===== src/rtl/mem_access_if.sv =====
// Data-bus bundle between the memory-access stage (master) and the SoC data-bus slave.
interface mem_access_if #(
    parameter int DATA_W = 32
);
    logic              bus_req;
    logic              bus_we;
    logic [DATA_W-1:0] bus_addr;
    logic [3:0]        bus_wstrb;
    logic [DATA_W-1:0] bus_wdata;
    logic              bus_addr_ok;
    logic              bus_data_ok;
    logic [DATA_W-1:0] bus_rdata;

    modport master (
        output bus_req, bus_we, bus_addr, bus_wstrb, bus_wdata,
        input  bus_addr_ok, bus_data_ok, bus_rdata
    );

    modport slave (
        input  bus_req, bus_we, bus_addr, bus_wstrb, bus_wdata,
        output bus_addr_ok, bus_data_ok, bus_rdata
    );
endinterface


===== src/rtl/mem_access.sv =====
// MIPS memory-access stage: at most one data-bus transaction per instruction, result pulsed to WB.
// Define MEM_ALIGN_EXC_EN to trap misaligned halfword/word accesses instead of truncating the address.
//
// state | meaning
// IDLE  | ready to accept; non-memory ops pass straight through with latency 1
// REQ   | bus_req held from registers until bus_addr_ok
// RESP  | request accepted, waiting for bus_data_ok
// DONE  | result presented on out_valid for one cycle (suppressed if killed)
module mem_access #(
    parameter int DATA_W     = 32,
    parameter int REG_ADDR_W = 5
) (
    input  logic                  clk,
    input  logic                  rst,
    input  logic                  in_valid,
    output logic                  in_ready,
    input  logic [3:0]            mem_op_i,
    input  logic [DATA_W-1:0]     mem_addr_i,
    input  logic [DATA_W-1:0]     mem_store_data_i,
    input  logic [DATA_W-1:0]     reg_write_data_i,
    input  logic [REG_ADDR_W-1:0] reg_write_addr_i,
    input  logic                  reg_write_en_i,
    input  logic                  flush_i,
    mem_access_if.master          dbus,
    output logic                  out_valid,
    output logic [DATA_W-1:0]     reg_write_data_o,
    output logic [REG_ADDR_W-1:0] reg_write_addr_o,
    output logic                  reg_write_en_o,
    output logic                  addr_exc_o
);

    typedef enum logic [1:0] {IDLE, REQ, RESP, DONE} state_t;

    localparam logic [3:0] OP_LB  = 4'd1;
    localparam logic [3:0] OP_LBU = 4'd2;
    localparam logic [3:0] OP_LH  = 4'd3;
    localparam logic [3:0] OP_LHU = 4'd4;
    localparam logic [3:0] OP_LW  = 4'd5;
    localparam logic [3:0] OP_SB  = 4'd6;
    localparam logic [3:0] OP_SH  = 4'd7;
    localparam logic [3:0] OP_SW  = 4'd8;

`ifdef MEM_ALIGN_EXC_EN
    localparam bit ALIGN_EXC = 1'b1;
`else
    localparam bit ALIGN_EXC = 1'b0;
`endif

    state_t                state;
    logic                  kill;
    logic                  valid_q;
    logic                  wen_q;
    logic [3:0]            op_q;
    logic [1:0]            off_q;
    logic [DATA_W-1:0]     alu_q;
    logic [REG_ADDR_W-1:0] rd_q;
    logic                  rd_en_q;

    logic                  accept;
    logic                  is_load;
    logic                  is_store;
    logic                  misalign;
    logic [3:0]            strb_n;
    logic [DATA_W-1:0]     wdata_n;
    logic                  load_q;
    logic [7:0]            rbyte;
    logic [15:0]           rhalf;
    logic [DATA_W-1:0]     load_val;
    logic                  fire;
    logic                  killed;
    logic                  done_flush;

    assign in_ready   = (state == IDLE);
    assign accept     = in_valid && in_ready;
    assign killed     = kill || flush_i;
    assign fire       = ((state == REQ) && dbus.bus_addr_ok && dbus.bus_data_ok) ||
                        ((state == RESP) && dbus.bus_data_ok);
    // A flush landing on the DONE cycle itself must still cancel the pulse.
    assign done_flush     = (state == DONE) && flush_i;
    assign out_valid      = valid_q && !done_flush;
    assign reg_write_en_o = wen_q && !done_flush;

    always_comb begin
        is_load  = (mem_op_i >= OP_LB) && (mem_op_i <= OP_LW);
        is_store = (mem_op_i >= OP_SB) && (mem_op_i <= OP_SW);
        misalign = 1'b0;
        strb_n   = 4'b0000;
        wdata_n  = '0;
        case (mem_op_i)
            OP_LH, OP_LHU: misalign = mem_addr_i[0];
            OP_LW:         misalign = |mem_addr_i[1:0];
            OP_SB: begin
                strb_n  = 4'b0001 << mem_addr_i[1:0];
                wdata_n = {4{mem_store_data_i[7:0]}};
            end
            OP_SH: begin
                misalign = mem_addr_i[0];
                strb_n   = 4'b0011 << {mem_addr_i[1], 1'b0};
                wdata_n  = {2{mem_store_data_i[15:0]}};
            end
            OP_SW: begin
                misalign = |mem_addr_i[1:0];
                strb_n   = 4'b1111;
                wdata_n  = mem_store_data_i;
            end
            default: ;
        endcase
    end

    always_comb begin
        load_q = (op_q >= OP_LB) && (op_q <= OP_LW);
        rbyte  = dbus.bus_rdata[7:0];
        case (off_q)
            2'd1:    rbyte = dbus.bus_rdata[15:8];
            2'd2:    rbyte = dbus.bus_rdata[23:16];
            2'd3:    rbyte = dbus.bus_rdata[31:24];
            default: rbyte = dbus.bus_rdata[7:0];
        endcase
        rhalf    = off_q[1] ? dbus.bus_rdata[31:16] : dbus.bus_rdata[15:0];
        load_val = dbus.bus_rdata;
        case (op_q)
            OP_LB:   load_val = {{24{rbyte[7]}}, rbyte};
            OP_LBU:  load_val = {24'h0, rbyte};
            OP_LH:   load_val = {{16{rhalf[15]}}, rhalf};
            OP_LHU:  load_val = {16'h0, rhalf};
            default: load_val = dbus.bus_rdata;
        endcase
    end

    always_ff @(posedge clk) begin
        if (rst) begin
            state            <= IDLE;
            kill             <= 1'b0;
            valid_q          <= 1'b0;
            wen_q            <= 1'b0;
            op_q             <= '0;
            off_q            <= '0;
            alu_q            <= '0;
            rd_q             <= '0;
            rd_en_q          <= 1'b0;
            reg_write_data_o <= '0;
            reg_write_addr_o <= '0;
            addr_exc_o       <= 1'b0;
            dbus.bus_req     <= 1'b0;
            dbus.bus_we      <= 1'b0;
            dbus.bus_addr    <= '0;
            dbus.bus_wstrb   <= '0;
            dbus.bus_wdata   <= '0;
        end else begin
            valid_q <= 1'b0;
            case (state)
                IDLE: begin
                    if (accept && !flush_i) begin
                        op_q    <= mem_op_i;
                        off_q   <= mem_addr_i[1:0];
                        alu_q   <= reg_write_data_i;
                        rd_q    <= reg_write_addr_i;
                        rd_en_q <= reg_write_en_i;
                        kill    <= 1'b0;
                        if (ALIGN_EXC && misalign) begin
                            state            <= DONE;
                            valid_q          <= 1'b1;
                            addr_exc_o       <= 1'b1;
                            wen_q            <= 1'b0;
                            reg_write_data_o <= reg_write_data_i;
                            reg_write_addr_o <= reg_write_addr_i;
                        end else if (is_load || is_store) begin
                            state          <= REQ;
                            dbus.bus_req   <= 1'b1;
                            dbus.bus_we    <= is_store;
                            dbus.bus_addr  <= {mem_addr_i[DATA_W-1:2], 2'b00};
                            dbus.bus_wstrb <= strb_n;
                            dbus.bus_wdata <= wdata_n;
                        end else begin
                            valid_q          <= 1'b1;
                            addr_exc_o       <= 1'b0;
                            wen_q            <= reg_write_en_i;
                            reg_write_data_o <= reg_write_data_i;
                            reg_write_addr_o <= reg_write_addr_i;
                        end
                    end
                end
                REQ: begin
                    if (flush_i) kill <= 1'b1;
                    if (dbus.bus_addr_ok) begin
                        dbus.bus_req <= 1'b0;
                        state        <= dbus.bus_data_ok ? DONE : RESP;
                    end
                end
                RESP: begin
                    if (flush_i) kill <= 1'b1;
                    if (dbus.bus_data_ok) state <= DONE;
                end
                DONE: begin
                    state <= IDLE;
                    kill  <= 1'b0;
                end
                default: state <= IDLE;
            endcase

            if (fire) begin
                valid_q    <= !killed;
                addr_exc_o <= 1'b0;
                if (killed) begin
                    wen_q <= 1'b0;
                end else begin
                    reg_write_data_o <= load_q ? load_val : alu_q;
                    reg_write_addr_o <= rd_q;
                    wen_q            <= load_q && rd_en_q;
                end
            end
        end
    end

endmodule


===== src/flat_wrapper.sv =====
// flat-port wrapper written by rule: the top's interface ports become plain ports
module mem_access_flat 
#(
    parameter int DATA_W     = 32,
    parameter int REG_ADDR_W = 5
)
  (clk, rst, in_valid, in_ready, mem_op_i, mem_addr_i, mem_store_data_i, reg_write_data_i, reg_write_addr_i, reg_write_en_i, flush_i, out_valid, reg_write_data_o, reg_write_addr_o, reg_write_en_o, addr_exc_o, dbus_bus_req, dbus_bus_we, dbus_bus_addr, dbus_bus_wstrb, dbus_bus_wdata, dbus_bus_addr_ok, dbus_bus_data_ok, dbus_bus_rdata);
  mem_access_if #(.DATA_W(DATA_W)) dbus_i ();
  input  logic clk;
  input  logic rst;
  input  logic in_valid;
  output logic in_ready;
  input  logic [3:0] mem_op_i;
  input  logic [DATA_W-1:0] mem_addr_i;
  input  logic [DATA_W-1:0] mem_store_data_i;
  input  logic [DATA_W-1:0] reg_write_data_i;
  input  logic [REG_ADDR_W-1:0] reg_write_addr_i;
  input  logic reg_write_en_i;
  input  logic flush_i;
  output logic out_valid;
  output logic [DATA_W-1:0] reg_write_data_o;
  output logic [REG_ADDR_W-1:0] reg_write_addr_o;
  output logic reg_write_en_o;
  output logic addr_exc_o;
  output wire logic [$bits(dbus_i.bus_req)-1:0] dbus_bus_req;
  output wire logic [$bits(dbus_i.bus_we)-1:0] dbus_bus_we;
  output wire logic [$bits(dbus_i.bus_addr)-1:0] dbus_bus_addr;
  output wire logic [$bits(dbus_i.bus_wstrb)-1:0] dbus_bus_wstrb;
  output wire logic [$bits(dbus_i.bus_wdata)-1:0] dbus_bus_wdata;
  input wire logic [$bits(dbus_i.bus_addr_ok)-1:0] dbus_bus_addr_ok;
  input wire logic [$bits(dbus_i.bus_data_ok)-1:0] dbus_bus_data_ok;
  input wire logic [$bits(dbus_i.bus_rdata)-1:0] dbus_bus_rdata;
  assign dbus_bus_req = dbus_i.bus_req;
  assign dbus_bus_we = dbus_i.bus_we;
  assign dbus_bus_addr = dbus_i.bus_addr;
  assign dbus_bus_wstrb = dbus_i.bus_wstrb;
  assign dbus_bus_wdata = dbus_i.bus_wdata;
  assign dbus_i.bus_addr_ok = dbus_bus_addr_ok;
  assign dbus_i.bus_data_ok = dbus_bus_data_ok;
  assign dbus_i.bus_rdata = dbus_bus_rdata;
  mem_access #(.DATA_W(DATA_W), .REG_ADDR_W(REG_ADDR_W)) u_core (.clk(clk), .rst(rst), .in_valid(in_valid), .in_ready(in_ready), .mem_op_i(mem_op_i), .mem_addr_i(mem_addr_i), .mem_store_data_i(mem_store_data_i), .reg_write_data_i(reg_write_data_i), .reg_write_addr_i(reg_write_addr_i), .reg_write_en_i(reg_write_en_i), .flush_i(flush_i), .dbus(dbus_i), .out_valid(out_valid), .reg_write_data_o(reg_write_data_o), .reg_write_addr_o(reg_write_addr_o), .reg_write_en_o(reg_write_en_o), .addr_exc_o(addr_exc_o));
endmodule

===== config.mk =====
export PLATFORM = sky130hd
export DESIGN_NAME = mem_access_flat
export DESIGN_NICKNAME = d
export VERILOG_FILES = /design/src/rtl/mem_access_if.sv /design/src/rtl/mem_access.sv /design/src/flat_wrapper.sv
export SDC_FILE = /design/constraint.sdc
export NUM_CORES = 1
export LEC_CHECK = 0
export ABC_AREA = 1
export BUFFER_PORTS_ARGS = -buffer_cell sky130_fd_sc_hd__buf_2
export CORE_MARGIN = 1.5
export CORE_UTILIZATION = 35
export CTS_CLUSTER_DIAMETER = 30
export DETAILED_ROUTE_END_ITERATION = 7
export GPL_TIMING_DRIVEN = 1
export MAX_ROUTING_LAYER = met4
export PLACE_DENSITY = 0.68
export SYNTH_ARGS = -nofsm -noshare
export SYNTH_HDL_FRONTEND = slang
export SYNTH_SLANG_ARGS = --single-unit

===== constraint.sdc =====
create_clock -name clk -period 4.9 [get_ports clk]
set_clock_uncertainty 0.2 [all_clocks]
set_input_delay 0.98 -clock clk [delete_from_list [all_inputs] [get_ports clk]]
set_output_delay 0.98 -clock clk [all_outputs]
set_load 0.02 [all_outputs]

---- Word level (Yosys, flattened, before mapping) ----
Cells that the tools add are included.
storage, ports and cells
  register bits ........................... 154
  word-level logic and storage cells ...... 110
operators by class
  $lt $le $gt $ge ......................... 6
  equal/unequal tests ..................... 19
  shift operators ......................... 2
  multiplexer cells ....................... 38
  reduce and logical (&&, ||, !) cells .... 29
operators by type and width
  cell                                                 count
  two-way mux 32 bit                                   6
  case mux 32 bit (4 select lines)                     1
  case mux 32 bit (3 select lines)                     1
  two-way mux 5 bit                                    5
  case mux 8 bit (3 select lines)                      1
  two-way mux 16 bit                                   1
  two-way mux 1 bit                                    15
  == test 4 x 3 -> 1 bit, second input constant        3
  logical AND 1 bit                                    12
  case mux 4 bit (3 select lines)                      1
  == test 2 bit, second input constant                 4
  == test 4 x 2 -> 1 bit, second input constant        2
  >= comparator 4 x 1 -> 1 bit, second input constant  2
  <= comparator 4 x 3 -> 1 bit, second input constant  2
  two-way mux 2 bit                                    4
  != test 2 bit, second input constant                 4
  case mux 2 bit (4 select lines)                      1
  AND reduction 4 bit                                  2
  AND reduction 3 bit                                  2
  nonzero test 2 bit                                   3
  == test 2 x 1 -> 1 bit, second input constant        2
  == test 4 x 1 -> 1 bit, second input constant        1
  == test 4 bit, second input constant                 1
  >= comparator 4 x 3 -> 1 bit, second input constant  1
  other kinds (11)                                     17

---- Longest topological paths before layout ----
  depth after elaboration ................. 8
  depth in mapped cells ................... 11
  gate-level depth less buffers ........... 10

---- Worst setup path after synthesis ----
No wires, ideal clock.
  path type ............................... input to output
  start ................................... in flush_i
  end ..................................... out out_valid
  arrival ................................. 1.468 ns
  data required time ...................... 3.720 ns
  setup slack ............................. 2.252 ns
  cell stages on the path ................. 1
  buffers on the path ..................... 0
  path through ............................ a21boi_0
on the way
  cells in the longest elaborated chain, start to end .. 3
RTL lines
  element             line                text
  start: declaration  flat_wrapper.sv:19  input logic flush_i;
  logical AND 1 bit   mem_access.sv:79    assign done_flush = (state == DONE) && flush_i;
  zero test 1 bit     mem_access.sv:80    assign out_valid = valid_q && !done_flush;
  logical AND 1 bit   mem_access.sv:80
  end: declaration    flat_wrapper.sv:20  output logic out_valid;
No other way between the ends.

---- Final worst setup path ----
  start ................................... reg u_core.state[1]
  end ..................................... reg u_core.reg_write_data_o[10]
on the way
  cells in the longest elaborated chain, start to end .. 7
  elaborated cells on any way between the ends .. 13
  classes of those cells .................. eq/ne: 2; mux: 4; reduce/logical: 7
RTL lines
  element                   line                                 text
  start: declaration        mem_access.sv:49                     state_t state;
  start signal: assignment  mem_access.sv:187                    state <= dbus.bus_data_ok ? DONE : RESP;
  zero test 2 bit           mem_access.sv:73, mem_access.sv:151
  logical AND 1 bit         mem_access.sv:74                     assign accept = in_valid && in_ready;
  logical AND 1 bit         mem_access.sv:153                    if (accept && !flush_i) begin
  two-way mux 32 bit        mem_access.sv:153
  two-way mux 32 bit        mem_access.sv:151                    case (state)
  two-way mux 32 bit        mem_access.sv:204                    if (killed) begin
  two-way mux 32 bit (*)    mem_access.sv:201                    if (fire) begin
  end signal: assignment    mem_access.sv:165                    reg_write_data_o <= reg_write_data_i;
  end signal: assignment    mem_access.sv:178                    reg_write_data_o <= reg_write_data_i;
  end signal: assignment    mem_access.sv:207                    reg_write_data_o <= load_q ? load_val : alu_q;
  end: declaration          mem_access.sv:26                     output logic [DATA_W-1:0] reg_write_data_o,
Mark *: on every way between the ends. The rest lies on a longest branch, timed or not.
A chain may end at the register's enable or synchronous reset.

==> flow_metrics.env <==
export IMPL_outcome="complete, no violations"
export IMPL_drv_cap=0
export IMPL_syn_area_sq_um=7710
export IMPL_synthTopCellsByCount="nand2_1 (263), nand3_1 (173), dfxtp_1 (154), nor2_1 (137), o21ai_0 (116)"
export IMPL_cts_sink_count=154
export IMPL_post_synth_fa_ha_maj_area_fraction=0.00649
export IMPL_synth_xor_area_share=0
export IMPL_finish_net_count=1522
export IMPL_worst_slack_ns=1.71
export IMPL_clk_path_buf_depth=2
export IMPL_clk_pin_slew_ns=0.07
export IMPL_synth_top_family_by_area="simple AND/OR/NAND/NOR gates"
export IMPL_synthTopCellsByArea="dfxtp_1 (40%), nand2_1 (13%), nand3_1 (11%), o21ai_0 (7.5%), nor2_1 (6.7%)"
export IMPL_cts_buffers=17
export IMPL_power_density_nw_per_um2=367
export IMPL_wl_per_cell_microns=14.9
export IMPL_place_hpwl_microns=17300
export IMPL_path_class="reg -> reg"
export IMPL_drc=0
export IMPL_core_sq_um=21700
export IMPL_hp_class="reg -> reg"
export IMPL_crit_chain="inv_1 -> ha_1 -> nand3_2 -> inv_2 -> nand3_4 -> inv_2 -> nand2_1 -> nand3_1 -> nand2_1 -> nor2_1"
export IMPL_cp_arrival_ns=3.37
export IMPL_synthSimpleGateAreaFrac=0.348
export IMPL_fmax_mhz=313
export IMPL_worst_pin_slew_ns=1.03
export IMPL_grt_ovfl_total=0
export IMPL_synth_compound_area_share=0.149
export IMPL_slowest_stage="inv_2"
export IMPL_fp_dieH_microns=151
export IMPL_slowest_delay_ns=0.63
export IMPL_area_growth_pct=24.8
export IMPL_synth_cell_types=32
export IMPL_slew_viol_final=0
export IMPL_worst_ir_drop_vdd_v=0.000217
export IMPL_cts_root_buf="clkbuf_16"
export IMPL_grt_usage=0.221
export IMPL_pin_count=255
export IMPL_drt_total_wl_microns=24900
export IMPL_synth_ff_type="dfxtp_1"
export IMPL_finalSetupViolations=0
export IMPL_grt_max_degree=83
export IMPL_fin_crit_sh=0.652
export IMPL_die_area_sq_um=22900
export IMPL_post_place_ws_ns=1.30
export IMPL_layout_drive_gt1_share=0.236
export IMPL_rsz0062_at_grt="false"
export IMPL_die_w_microns=151
export IMPL_htreeDepth=4
export IMPL_synth_top_cell_area_share=0.400
export IMPL_ant_nets=0
export IMPL_ctsHoldBuffers=0
export IMPL_finalCriticalPeriod_ns=3.19
export IMPL_cts_tree="yes"
export IMPL_synth_edff_count=0
export IMPL_yosys_area_top_type="dfxtp_1"
export IMPL_leakage_uw=0.00474
export IMPL_max_slew_margin=0.312
export IMPL_start_kind="flip-flop"
export IMPL_final_util=0.444
export IMPL_gp_congestion=0.970
export IMPL_crit_fanout=40
export IMPL_rows=54
export IMPL_async_reset_ff_frac=0
export IMPL_grt_pass1_vias=7372
export IMPL_setup_tns_ns=0
export IMPL_path_delay_family="buffers and inverters"
export IMPL_hold_viol=0
export IMPL_ctsResizeCount=0
export IMPL_synth_seq_area_share=0.400
export IMPL_vias=8343
export IMPL_antenna_found_initial=1
export IMPL_drt_vias_per_instance=5.00
export IMPL_critPathBufInv=3
export IMPL_start_util=0.355
export IMPL_detail_route_iter0_violations=466
export IMPL_n_fill_cell=2277
export IMPL_synthCells=1177
export IMPL_insertion_delay_ns=0.43
export IMPL_yosysMostFrequentCell="nand2_1"
export IMPL_yosys_warnings=0
export IMPL_avgSynthCellArea_sq_um=6.55
export IMPL_port_buffers=251
export IMPL_post_cts_setup_buffers=0
export IMPL_synth_area_mux_share=0
export IMPL_grt_pass1_wl_microns=38300
export IMPL_end_kind="flip-flop"
export IMPL_crit_required_ns=5.07
export IMPL_synth_seq_cells=154
export IMPL_drtPass1Iterations=5
[area by class of cell]
class | count | area (sq um) | share of cell area
Sequential cell | 154 | 3080 | 0.320
Timing Repair Buffer | 258 | 1310 | 0.136
Inverter | 93 | 350 | 0.0364
Clock buffer | 17 | 425 | 0.0442
Multi-Input combinational cell | 850 | 3900 | 0.406
Antenna cell | 3 | 7.51 | 0.000780
Clock inverter | 15 | 194 | 0.0202
Tap cell | 280 | 350 | 0.0364
[metrics by stage]
step	cell area, sq um	power [uW]	cells	hold WS, ns
final	9620	3530	1670	0.250
after global routing	9620	3710	1668	0.264
after CTS	9610	3570	1667	0.251
after detailed placement	8990	2200	1635	0.240
after global placement	8990	2190	1635	0.234
after floorplan	7720	1950	1179	0.225
[logic make-up after synthesis]
| kind of cell | Yosys count |
|---|---|
| fa+ha+maj | 4 |
| other cells | 1 |
| buf+inv | 175 |
| simple gates | 618 |
| compound gates | 225 |
| flops | 154 |
[worst paths after layout]
check	cells past startpoint	slack (ns)	to	startpoint
worst max-delay path	10	1.71	u_core.reg_write_data_o[10]$_SDFF_PP0_	u_core.state[1]$_SDFFE_PP0P_
worst min-delay path	2	0.25	u_core.alu_q[30]$_SDFFE_PP0P_	u_core.alu_q[30]$_SDFFE_PP0P_
worst max register to register	10	1.71	u_core.reg_write_data_o[10]$_SDFF_PP0_	u_core.state[1]$_SDFFE_PP0P_
worst min register to register	2	0.25	u_core.alu_q[30]$_SDFFE_PP0P_	u_core.alu_q[30]$_SDFFE_PP0P_
[layer usage]
metal / vias to the layer above / wire length (microns) / GRT usage / share of wire
li1: 4222 / - / - / -
met1: 3749 / 10800 / 0.276 / 0.43
met2: 329 / 11400 / 0.344 / 0.46
met3: 43 / 2040 / 0.0479 / 0.082
met4: 0 / 615 / 0.0922 / 0.025
met5: - / 0 / - / 0
[worst reg2reg max path, delay by kind of cell (launching register included)]
kind / cells / cell delay (ns)
adder cells (fa/ha/maj): 1 / 0.31
buffers and inverters: 3 / 1.18
flip-flops: 1 / 0.35
AND/OR/NAND/NOR: 6 / 1.10
[power by group]
group	leakage (uW)	total (uW)	internal, uW	switching (uW)
registers	0.00126	1400	1350	55.6
logic	0.00319	765	257	508
clock network	0.000300	1360	699	659
total	0.00474	3530	2300	1220
[registers in the layout, summed over array words and instances (netlist names)]
register / count
u_core.dbus.bus_wdata: 32
u_core.off_q: 2
u_core.rd_en_q: 1
u_core.state: 2
u_core.wen_q: 1
u_core.op_q: 4
u_core.dbus.bus_we: 1
u_core.reg_write_data_o: 32
u_core.dbus.bus_addr: 30
u_core.dbus.bus_wstrb: 4
u_core.reg_write_addr_o: 5
u_core.rd_q: 5
u_core.kill: 1
u_core.valid_q: 1
u_core.alu_q: 32
u_core.dbus.bus_req: 1
[layout by cell type, fill, tap and decap left out]
| cell | count |
|---|---|
| nand2_1 | 263 |
| buf_2 | 251 |
| nand3_1 | 173 |
| dfxtp_1 | 154 |
| nor2_1 | 137 |
| o21ai_0 | 116 |
| a21oi_1 | 101 |
| inv_1 | 86 |
| or2_2 | 20 |
| clkbuf_16 | 17 |
| nand4_1 | 13 |
| clkinv_8 | 7 |
| buf_4 | 7 |
| inv_2 | 5 |
| ha_1 | 4 |
| inv_6 | 4 |
| inv_8 | 4 |
| diode_2 | 3 |
| conb_1 | 3 |
| nand3_2 | 2 |
| o21ai_1 | 2 |
| nand2_4 | 2 |
| nand2_2 | 2 |
| nor2_4 | 2 |
| o21ai_2 | 1 |
| o211a_1 | 1 |
| nor3_1 | 1 |
| nor2_2 | 1 |
| a21oi_4 | 1 |
| a21boi_0 | 1 |
| clkinv_2 | 1 |
| clkinv_1 | 1 |
| a22oi_1 | 1 |
| o211ai_1 | 1 |
| nand3_4 | 1 |
| and2_1 | 1 |
(Power assumes the default switching activity.)
